$ cat src/rtl/decode20_pkg.sv
// decode20_pkg: opcodes, ALU controls, instruction field positions and control bundle for the decode stage.
package decode20_pkg;
  localparam logic [3:0] OP_NOP  = 4'h0;
  localparam logic [3:0] OP_ADD  = 4'h1;
  localparam logic [3:0] OP_SUB  = 4'h2;
  localparam logic [3:0] OP_AND  = 4'h3;
  localparam logic [3:0] OP_OR   = 4'h4;
  localparam logic [3:0] OP_XOR  = 4'h5;
  localparam logic [3:0] OP_SLT  = 4'h6;
  localparam logic [3:0] OP_SLL  = 4'h7;
  localparam logic [3:0] OP_SRL  = 4'h8;
  localparam logic [3:0] OP_ADDI = 4'h9;
  localparam logic [3:0] OP_LW   = 4'hA;
  localparam logic [3:0] OP_SW   = 4'hB;
  localparam logic [3:0] OP_BEQ  = 4'hC;

  localparam logic [2:0] ALU_ADD = 3'b000;
  localparam logic [2:0] ALU_SUB = 3'b001;
  localparam logic [2:0] ALU_AND = 3'b010;
  localparam logic [2:0] ALU_OR  = 3'b011;
  localparam logic [2:0] ALU_XOR = 3'b100;
  localparam logic [2:0] ALU_SLT = 3'b101;
  localparam logic [2:0] ALU_SLL = 3'b110;
  localparam logic [2:0] ALU_SRL = 3'b111;

  localparam int OP_HI  = 19;
  localparam int OP_LO  = 16;
  localparam int RD_HI  = 15;
  localparam int RD_LO  = 11;
  localparam int RS1_HI = 10;
  localparam int RS1_LO = 6;
  localparam int RS2_HI = 5;
  localparam int RS2_LO = 1;
  localparam int IMM_HI = 5;

  typedef struct packed {
    logic       reg_write;
    logic       alu_src;
    logic       mem_write;
    logic       result_src;
    logic       branch;
    logic [2:0] alu_ctrl;
  } ctrl_t;

  function automatic ctrl_t rtype(input logic [2:0] alu);
    return '{reg_write: 1'b1, alu_ctrl: alu, default: '0};
  endfunction
endpackage

$ cat src/rtl/register_file_20.sv
// register_file_20: 32-entry register file, x0 hardwired to zero, combinational reads with write-first bypass.
module register_file_20 #(
  parameter int DATA_W = 22,
  parameter int REG_AW = 5
) (
  input  logic              clk,
  input  logic              rst,
  input  logic              we,
  input  logic [REG_AW-1:0] wa,
  input  logic [DATA_W-1:0] wd,
  input  logic [REG_AW-1:0] ra1,
  input  logic [REG_AW-1:0] ra2,
  output logic [DATA_W-1:0] rd1,
  output logic [DATA_W-1:0] rd2
);
  logic [DATA_W-1:0] regs [2**REG_AW];
  logic              wr_ok;

  assign wr_ok = we && (wa != '0);

  always_ff @(posedge clk or negedge rst)
    if (!rst)
      for (int i = 0; i < 2**REG_AW; i++) regs[i] <= '0;
    else if (wr_ok)
      regs[wa] <= wd;

  // a write landing this cycle is visible to the read in the same cycle
  always_comb begin
    rd1 = (ra1 == '0) ? '0 : (wr_ok && wa == ra1) ? wd : regs[ra1];
    rd2 = (ra2 == '0) ? '0 : (wr_ok && wa == ra2) ? wd : regs[ra2];
  end
endmodule

$ cat src/rtl/decode_cycle_20.sv
// decode_cycle_20: ID stage; decodes the instruction, reads operands, extends the immediate and registers all into ID/EX.
module decode_cycle_20
  import decode20_pkg::*;
#(
  parameter int DATA_W  = 22,
  parameter int INSTR_W = 20,
  parameter int REG_AW  = 5
) (
  input  logic               clk,
  input  logic               rst,
  input  logic               RegWriteW,
  input  logic [REG_AW-1:0]  RDW,
  input  logic [INSTR_W-1:0] InstrD,
  input  logic [DATA_W-1:0]  PCD,
  input  logic [DATA_W-1:0]  PCPlus4D,
  input  logic [DATA_W-1:0]  ResultW,
  output logic               RegWriteE,
  output logic               ALUSrcE,
  output logic               MemWriteE,
  output logic               ResultSrcE,
  output logic               BranchE,
  output logic [2:0]         ALUControlE,
  output logic [DATA_W-1:0]  RD1_E,
  output logic [DATA_W-1:0]  RD2_E,
  output logic [DATA_W-1:0]  Imm_Ext_E,
  output logic [REG_AW-1:0]  RS1_E,
  output logic [REG_AW-1:0]  RS2_E,
  output logic [REG_AW-1:0]  RD_E,
  output logic [DATA_W-1:0]  PCE,
  output logic [DATA_W-1:0]  PCPlus4E
);
  logic [3:0]        op;
  logic [REG_AW-1:0] rd, rs1, rs2, rd_eff;
  logic [5:0]        imm6;
  logic [DATA_W-1:0] imm_ext, rd1, rd2;
  logic              i_type, s_type;
  ctrl_t             ctrl;

  assign op  = InstrD[OP_HI:OP_LO];
  assign rd  = InstrD[RD_HI:RD_LO];
  assign rs1 = InstrD[RS1_HI:RS1_LO];
  assign rs2 = InstrD[RS2_HI:RS2_LO];

  register_file_20 #(.DATA_W(DATA_W), .REG_AW(REG_AW)) u_rf (
    .clk (clk),
    .rst (rst),
    .we  (RegWriteW),
    .wa  (RDW),
    .wd  (ResultW),
    .ra1 (rs1),
    .ra2 (rs2),
    .rd1 (rd1),
    .rd2 (rd2)
  );

  always_comb begin
    ctrl = '0;
    case (op)
      OP_ADD:  ctrl = rtype(ALU_ADD);
      OP_SUB:  ctrl = rtype(ALU_SUB);
      OP_AND:  ctrl = rtype(ALU_AND);
      OP_OR:   ctrl = rtype(ALU_OR);
      OP_XOR:  ctrl = rtype(ALU_XOR);
      OP_SLT:  ctrl = rtype(ALU_SLT);
      OP_SLL:  ctrl = rtype(ALU_SLL);
      OP_SRL:  ctrl = rtype(ALU_SRL);
      OP_ADDI: ctrl = '{reg_write: 1'b1, alu_src: 1'b1, alu_ctrl: ALU_ADD, default: '0};
      OP_LW:   ctrl = '{reg_write: 1'b1, alu_src: 1'b1, result_src: 1'b1, alu_ctrl: ALU_ADD, default: '0};
      OP_SW:   ctrl = '{alu_src: 1'b1, mem_write: 1'b1, alu_ctrl: ALU_ADD, default: '0};
      OP_BEQ:  ctrl = '{branch: 1'b1, alu_ctrl: ALU_SUB, default: '0};
      default: ctrl = '0;
    endcase
  end

  // stores and branches reuse the rd field as the upper immediate bits
  always_comb begin
    i_type  = (op == OP_ADDI) || (op == OP_LW);
    s_type  = (op == OP_SW) || (op == OP_BEQ);
    imm6    = s_type ? {rd, InstrD[0]} : InstrD[IMM_HI:0];
    imm_ext = (i_type || s_type) ? {{(DATA_W-6){imm6[5]}}, imm6} : '0;
    rd_eff  = s_type ? '0 : rd;
  end

  always_ff @(posedge clk or negedge rst)
    if (!rst) begin
      RegWriteE   <= 1'b0;
      ALUSrcE     <= 1'b0;
      MemWriteE   <= 1'b0;
      ResultSrcE  <= 1'b0;
      BranchE     <= 1'b0;
      ALUControlE <= '0;
      RD1_E       <= '0;
      RD2_E       <= '0;
      Imm_Ext_E   <= '0;
      RS1_E       <= '0;
      RS2_E       <= '0;
      RD_E        <= '0;
      PCE         <= '0;
      PCPlus4E    <= '0;
    end else begin
      RegWriteE   <= ctrl.reg_write;
      ALUSrcE     <= ctrl.alu_src;
      MemWriteE   <= ctrl.mem_write;
      ResultSrcE  <= ctrl.result_src;
      BranchE     <= ctrl.branch;
      ALUControlE <= ctrl.alu_ctrl;
      RD1_E       <= rd1;
      RD2_E       <= rd2;
      Imm_Ext_E   <= imm_ext;
      RS1_E       <= rs1;
      RS2_E       <= rs2;
      RD_E        <= rd_eff;
      PCE         <= PCD;
      PCPlus4E    <= PCPlus4D;
    end
endmodule

$ cat config.mk
export PLATFORM = sky130hd
export DESIGN_NAME = decode_cycle_20
export DESIGN_NICKNAME = d
export VERILOG_FILES = /design/src/rtl/decode20_pkg.sv /design/src/rtl/register_file_20.sv /design/src/rtl/decode_cycle_20.sv
export SDC_FILE = /design/constraint.sdc
export NUM_CORES = 1
export LEC_CHECK = 0
export ABC_AREA = 1
export CAP_MARGIN = 20
export CORE_ASPECT_RATIO = 1.75
export CORE_MARGIN = 2
export CORE_UTILIZATION = 40
export DETAILED_ROUTE_END_ITERATION = 10
export SLEW_MARGIN = 30
export SYNTH_ARGS = -nofsm -noshare
export SYNTH_HDL_FRONTEND = slang
export SYNTH_HIERARCHICAL = 1
export SYNTH_SLANG_ARGS = --single-unit
$ cat constraint.sdc
create_clock -name clk -period 1.5 [get_ports clk]
set_input_delay 0.375 -clock clk [delete_from_list [all_inputs] [get_ports clk]]
set_output_delay 0.375 -clock clk [all_outputs]
set_load 0.05 [all_outputs]
Yosys cells after proc, flatten, opt, wreduce, memory -nomap -nowiden
Memories as Yosys holds them, arrays and structs flattened. A register that Yosys moved wholly into a read port is not among the register bits.
Cells that the tools add are included.
{"block": "op_classes", "mux": 16, "order_cmp": 4, "bitwise_logic": 3, "n_reduce_logical": 11, "eq_ne": 6}
{"operator": "bitwise mux 704 bit", "count": 1}
{"operator": "binary-select mux 22 bit (select 5 bit)", "count": 2}
{"operator": "2-to-1 mux 22 bit", "count": 10}
{"operator": "demux 22 bit (select 5 bit)", "count": 1}
{"operator": "greater-or-equal comparator 6 bit, second input constant", "count": 3}
{"operator": "inverter 5 -> 6 bit", "count": 3}
{"operator": "== test 4 bit, second input constant", "count": 4}
{"operator": "== test 5 bit", "count": 2}
{"operator": "logical NOT 5 bit", "count": 2}
{"operator": "less-than comparator 6 x 1 -> 1 bit, second input constant", "count": 1}
{"operator": "2-to-1 mux 6 bit", "count": 1}
{"operator": "2-to-1 mux 5 bit", "count": 1}
{"operator": "nonzero test 5 bit", "count": 1}
{"operator": "logical AND 1 bit", "count": 4}
{"operator": "logical OR 1 bit", "count": 3}
{"operator": "logical NOT 1 bit", "count": 1}
{"block": "totals", "rom_bits": 128, "regBits": 829, "mem_count": 1, "out_inout_bits": 133}
{"memory": "(name not given)", "depth": 16, "width": 8, "rd": 1, "rd_ports_with_merged_regs": 1, "write_ports": 0, "line_no": "decode_cycle_20.sv:58", "rtl": "case (op)"}

Logic depth before layout (Yosys ltp)
{"block": "depth", "ltp_word": 6, "mapped_depth": 13}

Modules after synthesis
Netlist, hierarchy kept.
{"mod": "register_file_20", "area_each_um2": 39920.8, "instances": 1, "cells_per_inst": 5899}
{"mod": "decode_cycle_20", "area_each_um2": 3368.2, "instances": 1, "cells_per_inst": 200}

Worst setup path before layout
Ideal clock, no wire load.
{"block": "synth_path", "path_type": "in2reg", "start": "input port InstrD[7]", "end": "register RD1_E[10]", "required_ps": 1367, "cell_stages": 11, "setup_ps": 133, "arrival_time_ps": 1604, "path_slack_ps": -237, "n_path_buf": 3, "path_cell_list": "buf_2 > inv_2 > clkbuf_1 > clkbuf_1 > nand3_1 > nand3_1 > nand2_1 > nor2_1 > nand2_1 > nand2_1 > a21oi_1"}
{"block": "synth_via", "elab_chain_cells": 6}
{"item": "from (decl)", "line_no": "decode_cycle_20.sv:13", "rtl": "input logic [INSTR_W-1:0] InstrD,"}
{"item": "inverter 5 -> 6 bit (not written as such)", "line_no": "register_file_20.sv:29", "rtl": "rd1 = (ra1 == '0) ? '0 : (wr_ok && wa == ra1) ? wd : regs[ra1];"}
{"item": "binary-select mux 22 bit (select 5 bit)", "line_no": "register_file_20.sv:29"}
{"item": "2-to-1 mux 22 bit (not written as such) (2 in series)", "line_no": "register_file_20.sv:29"}
{"item": "2-to-1 mux 22 bit", "line_no": "register_file_20.sv:29"}
{"item": "2-to-1 mux 22 bit *", "line_no": "register_file_20.sv:29"}
{"item": "named net rd1[10]", "line_no": "decode_cycle_20.sv:35", "rtl": "logic [DATA_W-1:0] imm_ext, rd1, rd2;"}
{"item": "to (signal assigned)", "line_no": "decode_cycle_20.sv:107", "rtl": "RD1_E <= rd1;"}
{"item": "to (decl)", "line_no": "decode_cycle_20.sv:23", "rtl": "output logic [DATA_W-1:0] RD1_E,"}
Mark *: on every way through the listed nets, which the timed path passes. The rest lies on a longest branch. The select of a mux whose other input is x is not followed.
A chain may end at the register's enable or synchronous reset.

==> metrics.md <==
| Metric | Value |
|---|---|
| Hold_sp | InstrD[9] |
| Initial Utilization | 0.4037 |
| Port bufs | 226 |
| WS Path Type | reg2out |
| FF-to-FF End | RD2_E[18] |
| Via count | approximately 44,000 |
| Worst setup margin | -0.3591 ns |
| R2r startpoint | u_rf/regs[260] |
| Gpl congestion | a little under 1 |
| Max cap viols | 0 |
| Post-route DRC | 0 |
| Post-layout instance count excluding filler cells | about 8,000 |
| Sequential share of power | 0.428 |
| GRT Util Overall | 0.3238 |
| Bufs on Longest Clock Path | 3 |
| Layout Skew | around 0.029 ns |
| Final setup fails | 133 |
| Die height | 439.2 microns |
| Core area | about 110,000 sq um |
| Fill count | roughly 10,000 |
| Failing checks | negative setup slack |
| Setup WS pre-CTS | -0.8853 ns |
| #FFs+latches synth | approximately 800 |
| Arr. time, crit path | 1.48 ns |
| Min cycle time layout | ~1.9 ns |
| Vias in the first global route | 43,230 |
| HP Class | in2reg |
| Most common cell in the netlist | nand2_1 |
| Drt wl/cell | about 23 microns |
| Sw Share | 0.3236 |
| Post-synthesis sequential area ratio | 0.4746 |
| Hold Path Stages | 2 |
| Area share of the largest cell type after synthesis | 0.4746 |
| Post-Layout Inst Area | between 50,000 and 60,000 sq um |
| Die Width | 252.7 microns |
| Area grow syn2layout | 29.82% |
| Leak | 26.79 nW |
| Internal Pwr Total | between 0.04 and 0.05 W |
| Worst vdd ir | roughly 980 uV |
| Grt ovf | 0 |
| Clock Latency Late Sink | roughly 0.70 ns |
| Post-synth cell types | 27 |
| Clock power frac | 0.336 |
| CTS root buf | clkbuf_16 |
| Post-Synthesis Cell Area | 43,290 sq um |
| Largest fanout on the critical path | 8 |
| CTS tree | yes |
| Max Fclk | ~540 MHz |
| EDFF count, synth | 0 |
| Synth Warn # | 6 |
| WHS Endpoint | RS1_E[3] |
| Initial antenna violation count | 3 |
| Final design utilization | 0.5241 |
| Critical path startpoint category | register |
| Hpwl dp | 123.5 mm |
| RSZ-0062 raised after global routing | yes |
| Clock transition at path regs | 0.06 ns |
| Largest net degree at the start of global routing | 79 |
| Synth Area per Inst | between 7 and 8 sq um |
| Clock Sinks | between 800 and 900 |
| Drt first pass iters | 6 |
| CTS buffer count | 86 |
| Setup TNS | -21.84 ns |
| Final #Nets | between 6,000 and 7,000 |
| Mapped Cells | approximately 6,000 |
| Synth async-reset ratio | 1.000 |
| Routed wire length | between 150 and 200 mm |
| Drt via density | approximately 5.6 |
| Slew HR | 0.6641 |
| Die area | about 110,000 sq um |
| H-Tree Depth | 3 |
| FF-to-FF path depth | 8 |
| Post-route antenna net violation count | 0 |
| Crit end category | output pin |
| Hold Fails Final Rpt | 0 |
| I/O pin count | 227 |
| P_sw | about 0.022 W |
| Number of core rows | about 160 |
| Slew Viols, Final | 0 |
| PD cells | roughly 1200 nW/um^2 |
| Synth cell count leaders | nand2_1, nand3_1, dfrtp_1 |
| Dpl cells | between 7,000 and 8,000 |
| Status | finished, violations left |
| Comb pwr share | 0.235 |
| DRT iter0 DRCs | roughly 4,300 |
| Slew @ Worst Pin | ~0.50 ns |
| R2R setup slack | approximately 0.020 ns |
| Final worst-path cycle share | 1.239 |
| Area leader, netlist | dfrtp_1 |
| Critical Path RT | 1.12 ns |
| Synth top area cells | dfrtp_1, nand2_1, nand3_1 |
| Share of cells above drive strength 1 | 0.1595 |
| DP Area | 52,790 sq um |
| Primary FF master, synth | dfrtp_1 |
| Synthesized Nets | ~6,200 |
| First-pass GRT wire length | between 200 and 300 mm |
power groups by stage:
stage / Sequential [W] / Clock [W] / Combinational [W]
6_report: 0.0290 / 0.0228 / 0.0159
3_5_place_dp: 0.0292 / 0 / 0.0156
4_1_cts: 0.0289 / 0.0232 / 0.0157
2_1_floorplan: 0.0292 / 0 / 0.00825
3_3_place_gp: 0.0291 / 0 / 0.0153
5_1_grt: 0.0295 / 0.0240 / 0.0176
worst max-delay path by stage:
stage / start / to / cells after the start
CTS: Imm_Ext_E[20] / Imm_Ext_E[18] / 2
global placement: RDW[3] / RD1_E[12] / 8
global route: Imm_Ext_E[20] / Imm_Ext_E[6] / 2
floorplan: InstrD[6] / RD1_E[10] / 8
finish: Imm_Ext_E[20] / Imm_Ext_E[6] / 2
detailed placement: RDW[3] / RD1_E[12] / 8
timing repair:
item / 4_1_cts / 5_1_grt
cloned: 0 / 2
setup endpoints to repair: 538 / 401
pin swaps: 7 / 22
hold buffers: 2 / 0
endpoints found under the hold margin: 463 / 0
resized for setup: 44 / 73
buffers inserted: 3 / 5
layout make-up:
type / count / area (sq um) / area share
inverters: 275 / 1059 / 0.01884
diodes: 2 / 5.005 / 0.00008906
flip-flops and latches: 821 / 20580 / 0.3662
clock buffers: 127 / 2569 / 0.04571
well taps: 1368 / 1712 / 0.03046
multi-input cells: 4469 / 19990 / 0.3557
clock inverters: 28 / 379.1 / 0.006746
repair buffers: 811 / 9908 / 0.1763
state kept, by name, summed over array words and instances, names as in the netlist, 3 cells and up:
register / count
ALUControlE: 3
Imm_Ext_E: 6
PCE: 22
PCPlus4E: 22
RD1_E: 22
RD2_E: 22
RD_E: 5
RS1_E: 5
RS2_E: 5
u_rf/regs: 704
worst max-delay path, cell delays in order, from the launching register on:
cell,delay (ns)
dfrtp_2,0.43
clkbuf_16,0.19
buf_12,0.15
cell usage in the layout (no fill, tap or decap), drive strengths merged, types with 2 or more instances in the layout:
cell,count
o21ai,816
dlymetal6s2s,2
bufinv,8
buf,724
inv,277
o211ai,65
xor2,4
nor2,411
clkbuf,129
nand3,860
a21oi,161
dlygate4sd2,4
clkinv,16
diode,2
dlygate4sd3,2
or2,22
nand4,4
clkdlybuf4s50,77
nor3,11
dfrtp,821
ha,4
nand2,2108
clkinvlp,2
per-layer routing:
| metal | GRT usage | wire length (microns) |
|---|---|---|
| met1 | 0.3606 | 62610 |
| met2 | 0.5346 | 85380 |
| met3 | 0.04681 | 12550 |
| met4 | 0.2952 | 18240 |
| met5 | 0 | 0 |
cell families (layout without fill, tap and decap cells):
kind of cell,count (synthesis),in the layout,synth area share
other cells,0,2,0
fa+ha+maj,4,4,0.001156
xor+xnor,4,4,0.0008092
flops,821,821,0.4746
buf+inv,809,1241,0.07446
compound gates,1044,1044,0.1246
simple gates,3417,3417,0.3244
per-stage QoR:
step | hold slack [ns] | total power, W
2_1_floorplan | 0.07941 | 0.03749
3_3_place_gp | 0.3675 | 0.04443
3_5_place_dp | 0.3684 | 0.04482
4_1_cts | 0.07895 | 0.06778
5_1_grt | 0.1136 | 0.07110
6_report | 0.1163 | 0.06776
Power figures use the tool's default switching activity.
